**config.mk**
```make
export PLATFORM = sky130hd
export DESIGN_NAME = adder_bist_engine
export DESIGN_NICKNAME = d
export VERILOG_FILES = /design/src/rtl/adder_bist_engine.sv
export SDC_FILE = /design/constraint.sdc
export NUM_CORES = 1
export LEC_CHECK = 0
export BUFFER_PORTS_ARGS = -buffer_cell sky130_fd_sc_hd__buf_4
export CAP_MARGIN = 20
export CORE_UTILIZATION = 58
export CTS_CLUSTER_DIAMETER = 200
export DETAILED_ROUTE_END_ITERATION = 10
export GPL_TIMING_DRIVEN = 0
export HOLD_SLACK_MARGIN = 0.1
export PLACE_DENSITY = 0.93
export SLEW_MARGIN = 5
export SYNTH_ARGS = -nofsm -noshare
export SYNTH_HDL_FRONTEND = slang
export SYNTH_SLANG_ARGS = --single-unit
```
**constraint.sdc**
```tcl
create_clock -name clk -period 8.6 [get_ports clk]
set_input_delay 1.29 -clock clk [delete_from_list [all_inputs] [get_ports clk]]
set_output_delay 1.29 -clock clk [all_outputs]
set_load 0.01 [all_outputs]
```
**src/rtl/adder_bist_engine.sv**
```systemverilog
// Built-in self-test engine for a WIDTH-bit adder circuit under test.
// An LFSR, extended by a single all-zero vector, walks every {a,b,cin}
// combination once per run. Each response is checked against a golden
// a+b+cin in the same cycle. Results are a sticky fault flag, a
// saturating fail count, the first failing vector and its index.
module adder_bist_engine #(
    parameter int              WIDTH = 4,
    parameter logic [2*WIDTH:0] POLY = 9'h110,
    parameter logic [2*WIDTH:0] SEED = 9'h001,
    parameter int              CNT_W = 16
) (
    input  logic                 clk,
    input  logic                 rst,
    input  logic                 start,
    input  logic                 stop_on_fail,
    output logic [WIDTH-1:0]     cut_a,
    output logic [WIDTH-1:0]     cut_b,
    output logic                 cut_cin,
    input  logic [WIDTH-1:0]     cut_sum,
    input  logic                 cut_cout,
    output logic                 busy,
    output logic                 done,
    output logic                 pass,
    output logic                 fault,
    output logic [CNT_W-1:0]     fail_count,
    output logic [2*WIDTH:0]     first_fail_pattern,
    output logic [2*WIDTH:0]     first_fail_index,
    output logic [2*WIDTH:0]     pattern_index
);

    localparam int PW = 2*WIDTH+1;
    localparam logic [PW-1:0] LAST_IDX = '1;

    localparam logic [1:0] ST_IDLE = 2'd0;
    localparam logic [1:0] ST_RUN  = 2'd1;
    localparam logic [1:0] ST_DONE = 2'd2;

    logic [1:0]       state_q, state_d;
    logic [PW-1:0]    lfsr_q, lfsr_d;
    logic [PW-1:0]    idx_q, idx_d;
    logic             fault_q, fault_d;
    logic [CNT_W-1:0] cnt_q, cnt_d;
    logic [PW-1:0]    ff_pat_q, ff_pat_d;
    logic [PW-1:0]    ff_idx_q, ff_idx_d;

    logic             running;
    logic [PW-1:0]    pattern;
    logic [PW-1:0]    cut_vec;
    logic [WIDTH:0]   exp_sum;
    logic             mismatch;

    assign running = (state_q == ST_RUN);

    // Current vector: LFSR state, except the final index, which substitutes
    // the all-zero vector an LFSR can never produce. Check it in the same cycle.
    always_comb begin
        pattern  = (idx_q == LAST_IDX) ? '0 : lfsr_q;
        cut_vec  = running ? pattern : '0;
        exp_sum  = {1'b0, cut_vec[PW-1:WIDTH+1]} + {1'b0, cut_vec[WIDTH:1]}
                 + {{WIDTH{1'b0}}, cut_vec[0]};
        mismatch = running && ({cut_cout, cut_sum} != exp_sum);
    end

    assign cut_a   = cut_vec[PW-1:WIDTH+1];
    assign cut_b   = cut_vec[WIDTH:1];
    assign cut_cin = cut_vec[0];

    // Run control: start clears results; each RUN cycle records the check
    // and either advances to the next vector or finishes the run.
    always_comb begin
        state_d  = state_q;
        lfsr_d   = lfsr_q;
        idx_d    = idx_q;
        fault_d  = fault_q;
        cnt_d    = cnt_q;
        ff_pat_d = ff_pat_q;
        ff_idx_d = ff_idx_q;
        case (state_q)
            ST_IDLE, ST_DONE: begin
                if (start) begin
                    state_d  = ST_RUN;
                    lfsr_d   = SEED;
                    idx_d    = '0;
                    fault_d  = 1'b0;
                    cnt_d    = '0;
                    ff_pat_d = '0;
                    ff_idx_d = '0;
                end
            end
            ST_RUN: begin
                if (mismatch) begin
                    fault_d = 1'b1;
                    if (cnt_q != '1) begin
                        cnt_d = cnt_q + 1'b1;
                    end
                    if (!fault_q) begin
                        ff_pat_d = pattern;
                        ff_idx_d = idx_q;
                    end
                end
                if ((idx_q == LAST_IDX) || (mismatch && stop_on_fail)) begin
                    state_d = ST_DONE;
                end else begin
                    idx_d  = idx_q + 1'b1;
                    lfsr_d = {lfsr_q[PW-2:0], ^(lfsr_q & POLY)};
                end
            end
            default: state_d = ST_IDLE;
        endcase
    end

    // State and result registers; reset aborts any run and discards results.
    always_ff @(posedge clk or negedge rst) begin
        if (!rst) begin
            state_q  <= ST_IDLE;
            lfsr_q   <= SEED;
            idx_q    <= '0;
            fault_q  <= 1'b0;
            cnt_q    <= '0;
            ff_pat_q <= '0;
            ff_idx_q <= '0;
        end else begin
            state_q  <= state_d;
            lfsr_q   <= lfsr_d;
            idx_q    <= idx_d;
            fault_q  <= fault_d;
            cnt_q    <= cnt_d;
            ff_pat_q <= ff_pat_d;
            ff_idx_q <= ff_idx_d;
        end
    end

    assign busy               = running;
    assign done               = (state_q == ST_DONE);
    assign pass               = done && !fault_q;
    assign fault              = fault_q;
    assign fail_count         = cnt_q;
    assign first_fail_pattern = ff_pat_q;
    assign first_fail_index   = ff_idx_q;
    assign pattern_index      = idx_q;

endmodule

```
==> Word-level counts from Yosys, hierarchy flattened <==
Cells that the tools add are included.
W data, S select, Z words.
{ "totals": {"reg_bits": 55, "output_inout_bits": 56, "wordCells": 60, "input_bits": 9} }
{ "classes": {"n_eq_ne": 11, "addsub": 4, "mux": 24, "reduce_logical": 14} }
{ "op_table": {"columns": ["op", "count"], "rows": [
  ["$mux W9", 10],
  ["$pmux W9 S2", 4],
  ["$mux W16", 3],
  ["$pmux W16 S2", 1],
  ["$add A16 B1 Y16 const B", 1],
  ["$ne A16 B16 Y1 const B", 1],
  ["$add A9 B1 Y9 const B", 1],
  ["$eq A9 B9 Y1 const B", 1],
  ["$reduce_xor A9 Y1", 1],
  ["$reduce_and A4 Y1", 2],
  ["$ne A2 B1 Y1 const B", 3],
  ["$ne A2 B2 Y1 const B", 3],
  ["$reduce_and A3 Y1", 2],
  ["$add A4 B4 Y5", 1],
  ["$add A5 B1 Y5", 1],
  ["$ne A5 B5 Y1", 1],
  ["$mux W2", 2],
  ["$pmux W2 S2", 1],
  ["$logic_and A1 B1 Y1", 3],
  ["$eq A2 B1 Y1 const B", 1],
  ["$eq A2 B2 Y1 const B", 1],
  ["$logic_not A2 Y1", 1],
  ["$mux W1", 2],
  ["$pmux W1 S2", 1],
  ["5 further kinds", 5]
]} }

==> Logic depth before layout (Yosys ltp) <==
Gate-level depths: netlist (run 1).
{ "logic_depth": {"depth_word": 11, "ltp_mapped": 18, "ltp_nobuf": 16} }

==> Least setup slack after synthesis (run 1) <==
OpenSTA, ideal clock, no wires.
{ "synth_timing": {"path_kind": "register to register", "start": "register idx_q[0] (netlist: pattern_index[0])", "end": "register lfsr_q[0]", "path_stages_with_launch": 19, "setup_ns": 0.085, "arrival_time_ns": 4.276, "path_slack_ns": 4.239, "n_path_buf": 2, "path_cell_list": "dfrtp_1 > ha_1 > and3_1 > nand3_1 > nor2_1 > ha_1 > clkbuf_1 > nor2_1 > and2_1 > fa_1 > fa_1 > and3_1 > or3_4 > a211oi_4 > a31o_1 > buf_4 > nor2_8 > inv_6 > mux2_1"} }
{ "synth_rtl": {"columns": ["element", "line_no", "text"], "rows": [
  ["from (decl)", "40", "logic [PW-1:0] idx_q, idx_d;"],
  ["from (signal assigned)", "125", "idx_q <= idx_d;"],
  ["$eq A9 B9 Y1", "57", "pattern = (idx_q == LAST_IDX) ? '0 : lfsr_q;"],
  ["$mux W9", "57", null],
  ["$mux W9", "58", "cut_vec = running ? pattern : '0;"],
  ["net cut_cin", "18", "output logic cut_cin,"],
  ["$add A5 B1 Y5", "60", "+ {{WIDTH{1'b0}}, cut_vec[0]};"],
  ["$ne A5 B5 Y1", "61", "mismatch = running && ({cut_cout, cut_sum} != exp_sum);"],
  ["$logic_and A1 B1 Y1", "61", null],
  ["$logic_and A1 B1 Y1", "101", "if ((idx_q == LAST_IDX) || (mismatch && stop_on_fail)) begin"],
  ["$logic_or A1 B1 Y1", "101", null],
  ["$ne A2 B2 Y1 (no line)", null, null],
  ["$reduce_and A3 Y1 (no line)", null, null],
  ["to (signal assigned)", "124", "lfsr_q <= lfsr_d;"],
  ["to (decl)", "39", "logic [PW-1:0] lfsr_q, lfsr_d;"]
]} }
The timed path passes the listed nets, and every way through them passes these cells.
A chain may end at the register's enable or synchronous reset.

==> Worst setup path after layout (run 1) <==
{ "layout_timing": {"start": "register idx_q[0] (netlist: pattern_index[0])", "end": "register ff_pat_q[1] (netlist: first_fail_pattern[1])"} }
{ "layout_via": {"elab_chain_len": 9} }
{ "layout_rtl": {"columns": ["element", "line_no", "text"], "rows": [
  ["$eq A9 B9 Y1 *", "57", null],
  ["$mux W9 *", "57", null],
  ["$mux W9", "58", null],
  ["$add A4 B4 Y5", "59", "exp_sum = {1'b0, cut_vec[PW-1:WIDTH+1]} + {1'b0, cut_vec[WIDTH:1]}"],
  ["$add A5 B1 Y5", "60", null],
  ["$ne A5 B5 Y1", "61", null],
  ["$logic_and A1 B1 Y1", "61", null],
  ["$ne A2 B1 Y1 (no line)", null, null],
  ["$reduce_and A4 Y1 (no line)", null, null],
  ["to (signal assigned)", "128", "ff_pat_q <= ff_pat_d;"],
  ["to (decl)", "43", "logic [PW-1:0] ff_pat_q, ff_pat_d;"]
]} }
Every way passes the cells marked *; elsewhere a longest branch is shown, timed or not. The select of a mux whose other input is x is not followed.

==> results.py, run 1 <==
metrics = {
    "status": {
        "status": "completed",
    },
    "sta": {
        "fmax_mhz": 199,
        "timing.final.crit_share": 0.584,
        "skew_ns": 0.0102,
        "slew_viol_final": 0,
        "whs_ns": 0.522,
        "rsz0062_at_grt": "false",
        "worst_pin_slew_ns": 0.909,
        "fin_setup_tns_ns": 0,
        "finalHoldViolations": 0,
        "finalCriticalPeriod_ns": 5.03,
        "relSlewSlack": 0.391,
        "setup_violations": 0,
    },
    "place": {
        "place_congestion": 0.858,
        "hpwl_um": 5260,
        "numPortBuffers": 64,
    },
    "cts": {
        "post_cts_buffers": 0,
        "cts_made_buffers": 5,
        "cts_resized": 0,
        "clockBufferDepth": 2,
        "cts-hold-fix-buffers": 0,
        "clk_latency_ns": 0.31,
        "clkTransAtPathRegs_ns": 0.10,
        "htreeDepth": 2,
        "cts_tree": "yes",
        "cts_root_buffer": "clkbuf_8",
        "cts.sinks": 55,
    },
    "power_and_ir_drop": {
        "fin_total_pwr_w": 0.000736,
        "comb_power_share": 0.367,
        "swShare": 0.393,
        "power_frac_clock": 0.196,
        "vdd_drop_max_v": 0.000122,
        "p_int_w": 0.000447,
        "powerDensity_nw_per_um2": 208,
        "p_sw_w": 0.000289,
        "total_leakage_power_nw": 1.69,
        "p_seq_frac": 0.437,
    },
    "job": {
        "cap_violations": 0,
    },
    "synthesis": {
        "synthCells": 305,
        "netlist_area_um2": 2880,
        "synth_mux_area_frac": 0.0143,
        "synth_warnings": 0,
        "synth_xor_area_frac": 0.0213,
        "synth_top_flop_cell": "dfrtp_1",
        "synthSimpleGateAreaFrac": 0.212,
        "synth.area.top_cells": "dfrtp_1 47%, nand2_1 5.6%, a21oi_1 4.3%",
        "synth_seq_area_share": 0.478,
        "synth_compound_area_frac": 0.191,
        "synth_top_family_by_area": "simple AND/OR/NAND/NOR gates",
        "async_flop_share": 1.00,
        "synth.avg_cell_area_um2": 9.45,
        "ys_types": 48,
        "netlist.area_leader.share": 0.469,
        "synth_edf_count": 0,
        "yosysTopAreaCell": "dfrtp_1",
        "ys_ff_latch": 55,
        "synth_nets": 322,
        "synth_adder_area_share": 0.0399,
    },
    "grt": {
        "grt_pass1_vias": 2660,
        "gr-total-overflow": 0,
        "grt_use_total": 0.298,
        "antenna_found_initial": 0,
        "grt_max_degree": 56,
        "grt_pass1_wl_um": 12100,
    },
    "detailed_routing": {
        "dr.first_iter.drc_count": 153,
        "vias": 2643,
        "viasPerCell": 5.95,
        "drc": 0,
        "wl_um": 7230,
        "wl_per_cell_um": 16.3,
        "first_pass_iters": 4,
        "postRouteAntennaNets": 0,
    },
    "floorplan": {
        "fp-row-count": 25,
        "die_x_um": 72.5,
        "core-area_um2": 4750,
        "io_pins": 65,
        "start_util": 0.606,
        "die_height_um": 72.5,
        "die_area_um2": 5260,
    },
    "worst_setup_path": {
        "worstSetupPathType": "reg -> reg",
        "r2r_start": "pattern_index[0]",
        "crit_family": "adder cells",
        "reg2reg_depth": 16,
        "cp_max_fo": 10,
        "worst_r2r_endpoint": "first_fail_pattern[1]",
        "cp_num_buf_inv": 2,
        "crit_chain": "ha_1 > and3_1 > nand3_1 > nor2_1 > ha_1 > clkbuf_1 > nor2_1 > and2_1 > fa_1 > fa_1 > and3_1 > o21ai_0 > a211oi_4 > a211oi_2 > clkbuf_1 > o21ai_1",
        "worst_ep_arrival_time_ns": 5.21,
        "r2r_setup_slack_ns": 3.57,
        "worstSetupEndpointType": "register",
        "cp_data_required_time_ns": 8.78,
        "cp.depth": 16,
        "max_stage_delay_ns": 0.63,
        "crit_slowest_cell": "a211oi_2",
        "start_kind": "register",
    },
    "cells_and_area": {
        "multi_input_area_um2": 1380,
        "seq_area_um2": 1380,
        "nNetsFinal": 393,
        "areaGrowthSynthToFinish_pct": 22.7,
        "fillers": 364,
        "diodes": 0,
        "layout-drive-gt1-share": 0.255,
    },
    "worst_hold_path": {
        "min_path_type": "reg -> reg",
        "min_from": "lfsr_q[5]",
        "holdPathStages": 2,
        "holdPathEnd": "lfsr_q[5]",
    },
}
synthesized netlist by cell type, types with 2 or more instances:
library cell / number
dfrtp_1: 54
nand2_1: 43
a21oi_1: 25
nand3_1: 19
nor2_1: 17
o21ai_1: 17
a31o_2: 10
clkbuf_1: 10
nor3_1: 9
o31ai_1: 9
inv_1: 8
and3_1: 7
ha_1: 6
or3_1: 6
or4_1: 5
and2_1: 4
o21a_1: 4
o21ai_0: 4
xor2_1: 4
a22o_1: 3
and4_1: 3
mux2i_1: 3
nand2b_1: 3
xnor2_1: 3
buf_2: 2
buf_4: 2
buf_6: 2
fa_1: 2
nand4_1: 2
power groups by stage:
stage	Clock [W]	Combinational, W	Sequential (W)
CTS	0.000145	0.000269	0.000320
floorplan	0	0.000157	0.000328
detailed placement	0	0.000267	0.000325
global route	0.000156	0.000292	0.000326
finish	0.000144	0.000270	0.000322
global placement	0	0.000258	0.000323
registers in the layout, indices dropped and copies added, names as in the netlist:
register and count:
fail_count 16, fault 1, first_fail_index 9, first_fail_pattern 9, lfsr_q 9, pattern_index 9
state_q 2
stage by stage:
step           cell area, µm²  cells  utilization  worst slack [ns]
5_1_grt                  3540    444        0.744              3.20
2_1_floorplan            2880    305            -              4.24
4_1_cts                  3540    444        0.744              3.60
3_3_place_gp             3450    436        0.725              3.84
6_report                 3540    444        0.744              3.57
3_5_place_dp             3450    436        0.725              3.66
worst max path at each step:
stage	startpoint	endpoint	slack (ns)
floorplan	pattern_index[0]	lfsr_q[0]	4.24
global placement	pattern_index[0]	first_fail_pattern[4]	3.84
detailed placement	pattern_index[0]	first_fail_pattern[1]	3.66
CTS	pattern_index[0]	first_fail_pattern[1]	3.60
global route	pattern_index[0]	first_fail_pattern[6]	3.20
finish	pattern_index[0]	first_fail_pattern[1]	3.57
metal layers:
metal / routed length [µm] / share of wire / global-route usage / up-vias
met5: 0 / 0 / 0 / -
met4: 150 / 0.021 / 0.137 / 0
met3: 353 / 0.049 / 0.0736 / 19
met2: 3720 / 0.51 / 0.481 / 91
met1: 3010 / 0.42 / 0.379 / 1301
li1: - / - / - / 1232
cell type report:
type / count / share of cell area
Timing Repair Buffer: 64 / 0.136
Clock inverter: 3 / 0.00566
Sequential cell: 55 / 0.390
Inverter: 10 / 0.0120
Tap cell: 67 / 0.0237
Multi-Input combinational cell: 224 / 0.390
Buffer: 16 / 0.0241
Clock buffer: 5 / 0.0195
worst min-delay path: cells and delay by family (launching register included):
family,cells,cell delay (ns)
AOI/OAI and AO/OA,1,0.07
DFF,1,0.35
and+or+nand+nor,1,0.07
cell usage in the layout, fill, tap and decap left out, drive strengths merged, types with 2 or more instances in the layout:
| cell type | Yosys | layout |
|---|---|---|
| xor2 | 4 | 4 |
| nor3 | 9 | 9 |
| mux2i | 3 | 3 |
| o31ai | 9 | 9 |
| ha | 6 | 6 |
| o21ai | 21 | 21 |
| clkinvlp | 0 | 2 |
| inv | 9 | 9 |
| a22o | 3 | 3 |
| and3 | 7 | 7 |
| clkinv | 1 | 2 |
| a21o | 2 | 2 |
| and4 | 3 | 3 |
| buf | 6 | 70 |
| a211oi | 2 | 2 |
| xnor2 | 3 | 3 |
| and2 | 4 | 4 |
| or4 | 5 | 5 |
| nor2 | 18 | 18 |
| nand2b | 3 | 3 |
| clkbuf | 10 | 15 |
| dfrtp | 54 | 54 |
| a31o | 11 | 11 |
| or3 | 7 | 7 |
| nand3 | 19 | 19 |
| fa | 2 | 2 |
| o21a | 4 | 4 |
| nand4 | 2 | 2 |
| a21oi | 25 | 25 |
| nand2 | 43 | 43 |
cells by family (layout without fill, tap and decap cells):
logic type | Yosys count | count (layout)
compound gates | 83 | 83
simple gates | 122 | 122
buf+inv | 26 | 98
mux | 4 | 4
xor+xnor | 7 | 7
flops | 55 | 55
fa+ha+maj | 8 | 8
Power figures use the tool's default switching activity.
==> inputs of run 2 (changes only) <==
- ABC_AREA: default -> 1
- CORE_UTILIZATION: 58 -> 55
- PLACE_DENSITY: 0.93 -> 0.88
- clock period: 8.6 -> 4.87 ns (I/O delays scaled with it)
==> run 2 against run 1 <==
Effect of this change:
- worst hold slack worse by 0.073 ns
- flip-flop and latch count unchanged
- sequential power up 79%
- sequential share of layout area shrank 3.1 points
- critical endpoint is now fail_count[14]
- clock skew fell by 0.0039 ns
- total power rose by 120%
- highest routed layer unchanged
- routed wire length rose by 3.9%
- synthesized area up 9.7%
- via count rose by 12%
- register-to-register slack worse by 2.6 ns
- utilization down 5.1 points
==> results.py, run 2 <==
metrics = {
    "detailed_routing": {
        "vias": 2947,
        "drc": 0,
        "postRouteAntennaNets": 0,
        "viasPerCell": 5.24,
        "wl_um": 7510,
        "first_pass_iters": 5,
        "dr.first_iter.drc_count": 249,
        "wl_per_cell_um": 13.4,
    },
    "cells_and_area": {
        "areaGrowthSynthToFinish_pct": 21.4,
        "nNetsFinal": 507,
        "most-common-layout-cells": "161 x nand2_1, 66 x buf_4, 54 x dfrtp_1, 44 x nor2_1, 35 x inv_1",
        "final_cells": 562,
        "largest_register_ffs": 16,
        "layout_commonest_cell": "nand2_1",
        "diodes": 0,
        "layout-drive-gt1-share": 0.214,
    },
    "synthesis": {
        "ys_types": 31,
        "netlist.area_leader.share": 0.427,
        "synth_nets": 436,
        "synth_top_family_by_area": "simple AND/OR/NAND/NOR gates",
        "synth.avg_cell_area_um2": 7.55,
        "async_flop_share": 1.00,
        "yosysTopAreaCell": "dfrtp_1",
        "synth_warnings": 0,
        "synth_edf_count": 0,
        "synth_top_flop_cell": "dfrtp_1",
        "ys_ff_latch": 55,
        "synth_adder_area_share": 0.0364,
        "synth.area.top_cells": "dfrtp_1 43%, nand2_1 19%, nor2_1 5.2%",
        "synthTopCellsByCount": "161 x nand2_1, 54 x dfrtp_1, 44 x nor2_1",
        "synth.most_common_cell": "nand2_1",
        "synth_xor_area_frac": 0.0471,
        "synth_compound_area_frac": 0.0328,
        "synthCells": 419,
        "netlist_area_um2": 3160,
        "synth_seq_area_share": 0.436,
        "synthSimpleGateAreaFrac": 0.369,
        "synth_mux_area_frac": 0,
    },
    "place": {
        "hpwl_um": 5490,
        "place_congestion": 0.946,
        "dp_cells": 555,
        "numPortBuffers": 64,
    },
    "floorplan": {
        "io_pins": 65,
        "die_height_um": 77.8,
        "die_area_um2": 6060,
        "start_util": 0.571,
        "core-area_um2": 5540,
        "fp-row-count": 27,
        "die_x_um": 77.8,
    },
    "sta": {
        "rsz0062_at_grt": "false",
        "worst_pin_slew_ns": 0.688,
        "finalCriticalPeriod_ns": 3.95,
        "setup_violations": 0,
        "timing.final.crit_share": 0.810,
        "slew_viol_final": 0,
        "skew_ns": 0.00630,
        "finalHoldViolations": 0,
        "relSlewSlack": 0.542,
        "fmax_mhz": 253,
        "fin_setup_tns_ns": 0,
    },
    "cts": {
        "cts_tree": "yes",
        "clk_latency_ns": 0.31,
        "cts_made_buffers": 5,
        "post_cts_buffers": 0,
        "cts_root_buffer": "clkbuf_8",
        "clkTransAtPathRegs_ns": 0.10,
        "cts.sinks": 55,
        "cts_resized": 0,
        "cts-hold-fix-buffers": 0,
        "htreeDepth": 2,
        "clockBufferDepth": 2,
    },
    "power_and_ir_drop": {
        "powerDensity_nw_per_um2": 415,
        "vdd_drop_max_v": 0.000314,
        "total_leakage_power_nw": 2.02,
    },
    "worst_setup_path": {
        "worst_ep_arrival_time_ns": 4.19,
        "r2r_setup_slack_ns": 0.92,
        "r2r_start": "pattern_index[0]",
        "crit_end": "fail_count[14]",
        "start_kind": "register",
        "worstSetupPathType": "reg -> reg",
        "worstSetupEndpointType": "register",
        "cp_max_fo": 10,
        "cp_data_required_time_ns": 5.12,
        "crit_start": "pattern_index[0]",
        "worst_r2r_endpoint": "fail_count[14]",
        "reg2reg_depth": 19,
    },
    "grt": {
        "antenna_found_initial": 0,
        "grt_use_total": 0.265,
        "gr-total-overflow": 0,
        "grt_max_degree": 56,
        "grt_pass1_vias": 2846,
        "grt_pass1_wl_um": 12800,
    },
    "status": {
        "status": "completed",
    },
    "worst_hold_path": {
        "min_path_type": "in -> async",
    },
    "job": {
        "cap_violations": 0,
    },
}
## run 2: area by class of cell
cell class | count | area, µm²
Buffer | 14 | 104
Clock buffer | 5 | 68.8
Clock inverter | 2 | 37.5
Fill cell | 481 | 1700
Inverter | 39 | 146
Multi-Input combinational cell | 311 | 1530
Sequential cell | 55 | 1380
Tap cell | 72 | 90.1
Timing Repair Buffer | 64 | 480
## run 2: cells by family (layout without fill, tap and decap cells)
group	after synthesis	in the layout
AO/OA/AOI/OAI	20	20
flip-flops	55	55
adder cells (fa/ha/maj)	8	8
buffers and inverters	53	124
AND/OR/NAND/NOR	266	266
XOR/XNOR	17	17
## run 2: per-layer routing
layer / vias to the layer above / track usage / part of all wire
met5: - / 0 / 0
met4: 0 / 0.0849 / 0.014
met3: 14 / 0.0471 / 0.057
met2: 98 / 0.453 / 0.50
met1: 1392 / 0.340 / 0.43
li1: 1443 / - / -
## run 2: worst min-delay path by stage
stage                         start            end  cells past startpoint
after floorplan                 rst  fail_count[0]                      0
after global placement    lfsr_q[0]      lfsr_q[0]                      2
after detailed placement  lfsr_q[0]      lfsr_q[0]                      2
after CTS                       rst  fail_count[3]                      1
after global routing            rst  fail_count[3]                      1
final                           rst  fail_count[3]                      1
## run 2: per-stage QoR
stage          total power [W]  utilization  setup slack, ns  instance area, µm²  hold slack (ns)
6_report               0.00159        0.693            0.925                3840            0.449
5_1_grt                0.00169        0.693            0.678                3840            0.496
4_1_cts                0.00160        0.693            0.976                3840            0.481
3_5_place_dp           0.00129        0.674             1.06                3730            0.468
3_3_place_gp           0.00127        0.674             1.14                3730            0.462
2_1_floorplan          0.00105            -             1.42                3160            0.435
## run 2: power by group
group          internal (W)  switching [W]  leakage (nW)
Sequential         0.000519      0.0000578         0.751
Combinational      0.000249       0.000464          1.22
Clock              0.000151       0.000155        0.0502
Total              0.000918       0.000677          2.02
## run 2: critical path, stage by stage (launching register included)
cell     delay (ns)
dfrtp_1        0.48
ha_1           0.20
nand2_1        0.05
inv_1          0.09
nand2_1        0.08
nor2_1         0.11
ha_1           0.21
nor2_1         0.09
inv_1          0.22
nor2_1         0.16
fa_1           0.49
fa_1           0.51
xnor2_1        0.12
nand2_1        0.10
nor2_2         0.16
nand4_1        0.21
nand3_2        0.17
buf_2          0.25
nand2_1        0.09
nand2_1        0.09
==> inputs of run 3 (changes only) <==
- clock period: 4.87 -> 3.8 ns (I/O delays scaled with it)
==> run 3 against run 2 <==
Effect of this change:
- combinational power up 40%
- clock power up 27%
- critical path depth grew 2
- utilization increased by 1.4 points
- total power grew 33%
- via count increased by 1.3%
- fmax up 8.8%
- flip-flop and latch count unchanged
- routed wire length rose by 1.6%
- register-to-register slack worse by 0.75 ns
- count of clock-buffer cells in the layout did not move
- clock skew fell by 0.0011 ns
- largest power group unchanged
==> results.py, run 3 (synthesis results as in run 2) <==
metrics = {
    "status": {
        "status": "completed",
    },
    "detailed_routing": {
        "first_pass_iters": 4,
        "wl_um": 7630,
        "vias": 2984,
        "viasPerCell": 5.26,
        "top_layer": "met4",
        "postRouteAntennaNets": 0,
        "wl_met3_um": 416,
        "drc": 0,
        "wl_met1_um": 3210,
        "dr.first_iter.drc_count": 224,
        "wl_met2_um": 3880,
        "wl_per_cell_um": 13.5,
    },
    "worst_setup_path": {
        "cp_max_fo": 10,
        "worst_r2r_endpoint": "lfsr_q[2]",
        "worst_ep_arrival_time_ns": 3.84,
        "r2r_setup_slack_ns": 0.17,
        "reg2reg_depth": 21,
        "r2r_start": "pattern_index[0]",
        "cp_data_required_time_ns": 4.01,
        "worstSetupPathType": "reg -> reg",
        "start_kind": "register",
        "worstSetupEndpointType": "register",
    },
    "floorplan": {
        "die_area_um2": 6060,
        "io_pins": 65,
        "die_height_um": 77.8,
        "die_x_um": 77.8,
        "core-area_um2": 5540,
        "fp-row-count": 27,
        "start_util": 0.571,
    },
    "sta": {
        "skew_ns": 0.00523,
        "worst_pin_slew_ns": 0.683,
        "relSlewSlack": 0.545,
        "slew_viol_final": 0,
        "setup_violations": 0,
        "timing.final.crit_share": 0.955,
        "finalHoldViolations": 0,
        "finalCriticalPeriod_ns": 3.63,
        "setup_ws_ns": 0.172,
        "fmax_mhz": 276,
    },
    "place": {
        "hpwl_um": 5490,
        "place_congestion": 0.946,
        "numPortBuffers": 64,
        "post-place-ws_ns": -0.00979,
    },
    "power_and_ir_drop": {
        "swShare": 0.419,
        "p_int_w": 0.00123,
        "p_sw_w": 0.000889,
        "powerDensity_nw_per_um2": 541,
        "comb_power_share": 0.471,
        "p_seq_frac": 0.346,
        "power_frac_clock": 0.184,
        "vdd_drop_max_v": 0.000415,
        "total_leakage_power_nw": 2.04,
    },
    "cts": {
        "cts_tree": "yes",
        "cts.sinks": 55,
        "clkTransAtPathRegs_ns": 0.10,
        "cts-hold-fix-buffers": 0,
        "cts_made_buffers": 5,
        "htreeDepth": 2,
        "clockBufferDepth": 2,
        "clk_latency_ns": 0.31,
        "cts_root_buffer": "clkbuf_8",
    },
    "cells_and_area": {
        "fillers": 455,
        "final_util": 0.707,
        "areaGrowthSynthToFinish_pct": 23.9,
        "nNetsFinal": 512,
        "most-common-layout-cells": "161 x nand2_1, 71 x buf_4, 52 x dfrtp_1, 41 x nor2_1, 34 x inv_1",
        "layout_commonest_cell": "nand2_1",
        "layout-drive-gt1-share": 0.240,
        "largest_register_ffs": 16,
        "diodes": 0,
    },
    "grt": {
        "grt_max_degree": 56,
        "gr-total-overflow": 0,
        "antenna_found_initial": 0,
        "grt_use_total": 0.265,
        "grt_pass1_vias": 2846,
        "grt_pass1_wl_um": 12800,
    },
    "worst_hold_path": {
        "min_path_type": "in -> async",
    },
    "job": {
        "cap_violations": 0,
    },
}
-- run 3: cell types whose count changed in the layout (fill, tap and decap cells not counted), moves of 2 or more --
cell | previous run | this run
buf_4 | 66 | 71
nor2_1 | 44 | 41
nor2_2 | 1 | 4
buf_6 | 3 | 5
dfrtp_1 | 54 | 52
dfrtp_2 | 0 | 2
-- run 3: critical path, stage by stage (launching register included) --
cell     delay, ns
dfrtp_2       0.44
ha_1          0.21
nand2_1       0.07
inv_1         0.06
nand2_1       0.09
nor2_1        0.06
ha_2          0.18
nor2_1        0.20
inv_2         0.13
nor2_2        0.24
fa_2          0.28
fa_1          0.42
xnor2_1       0.17
nand2_1       0.10
nor2_2        0.16
nand3_2       0.12
nand3_2       0.10
nand2_2       0.07
buf_6         0.15
buf_12        0.15
nand3_2       0.05
nand2_1       0.06
-- run 3: worst max-delay path by stage --
| stage | startpoint | slack, ns | cells after the start | endpoint |
|---|---|---|---|---|
| 2_1_floorplan | pattern_index[0] | 0.35 | 21 | lfsr_q[1] |
| 3_3_place_gp | pattern_index[0] | 0.07 | 18 | first_fail_index[7] |
| 3_5_place_dp | pattern_index[0] | -0.01 | 18 | first_fail_index[2] |
| 4_1_cts | pattern_index[0] | 0.03 | 19 | fail_count[14] |
| 5_1_grt | pattern_index[0] | -0.008 | 21 | pattern_index[0] |
| 6_report | pattern_index[0] | 0.17 | 21 | lfsr_q[2] |
-- run 3: cell type report --
type	instances	area (µm²)	area share
Tap cell	72	90.1	0.0230
Clock inverter	2	37.5	0.00958
Inverter	39	146	0.0374
Sequential cell	55	1380	0.352
Buffer	13	110	0.0281
Timing Repair Buffer	70	526	0.134
Clock buffer	5	68.8	0.0176
Multi-Input combinational cell	311	1560	0.398
-- run 3: power by group through the flow --
stage               Sequential, W  Combinational [W]  Clock [W]
CTS                      0.000739           0.000916   0.000393
finish                   0.000733           0.000998   0.000389
floorplan                0.000753           0.000595          0
global route             0.000740            0.00110   0.000411
global placement         0.000743           0.000884          0
detailed placement       0.000748           0.000909          0
-- run 3: timing repair --
| item | 4_1_cts | 5_1_grt |
|---|---|---|
| pin swaps | 0 | 2 |
| resized for setup | 2 | 12 |
| setup endpoints to repair | 37 | 53 |
| setup buffers | 0 | 6 |
-- run 3: layer usage --
metal / GRT usage / up-vias
li1: - / 1457
met1: 0.340 / 1413
met2: 0.453 / 96
met3: 0.0471 / 18
met4: 0.0849 / 0
met5: 0 / -
-- run 3: through the flow --
stage	TNS (ns)	power [W]	cell area (µm²)	hold WS, ns	instances
final	0	0.00212	3920	0.296	567
after global routing	-0.0298	0.00225	3920	0.335	567
after CTS	0	0.00205	3840	0.321	562
after detailed placement	-0.00979	0.00166	3730	0.468	555
after global placement	0	0.00163	3730	0.462	555
after floorplan	0	0.00135	3160	0.274	419
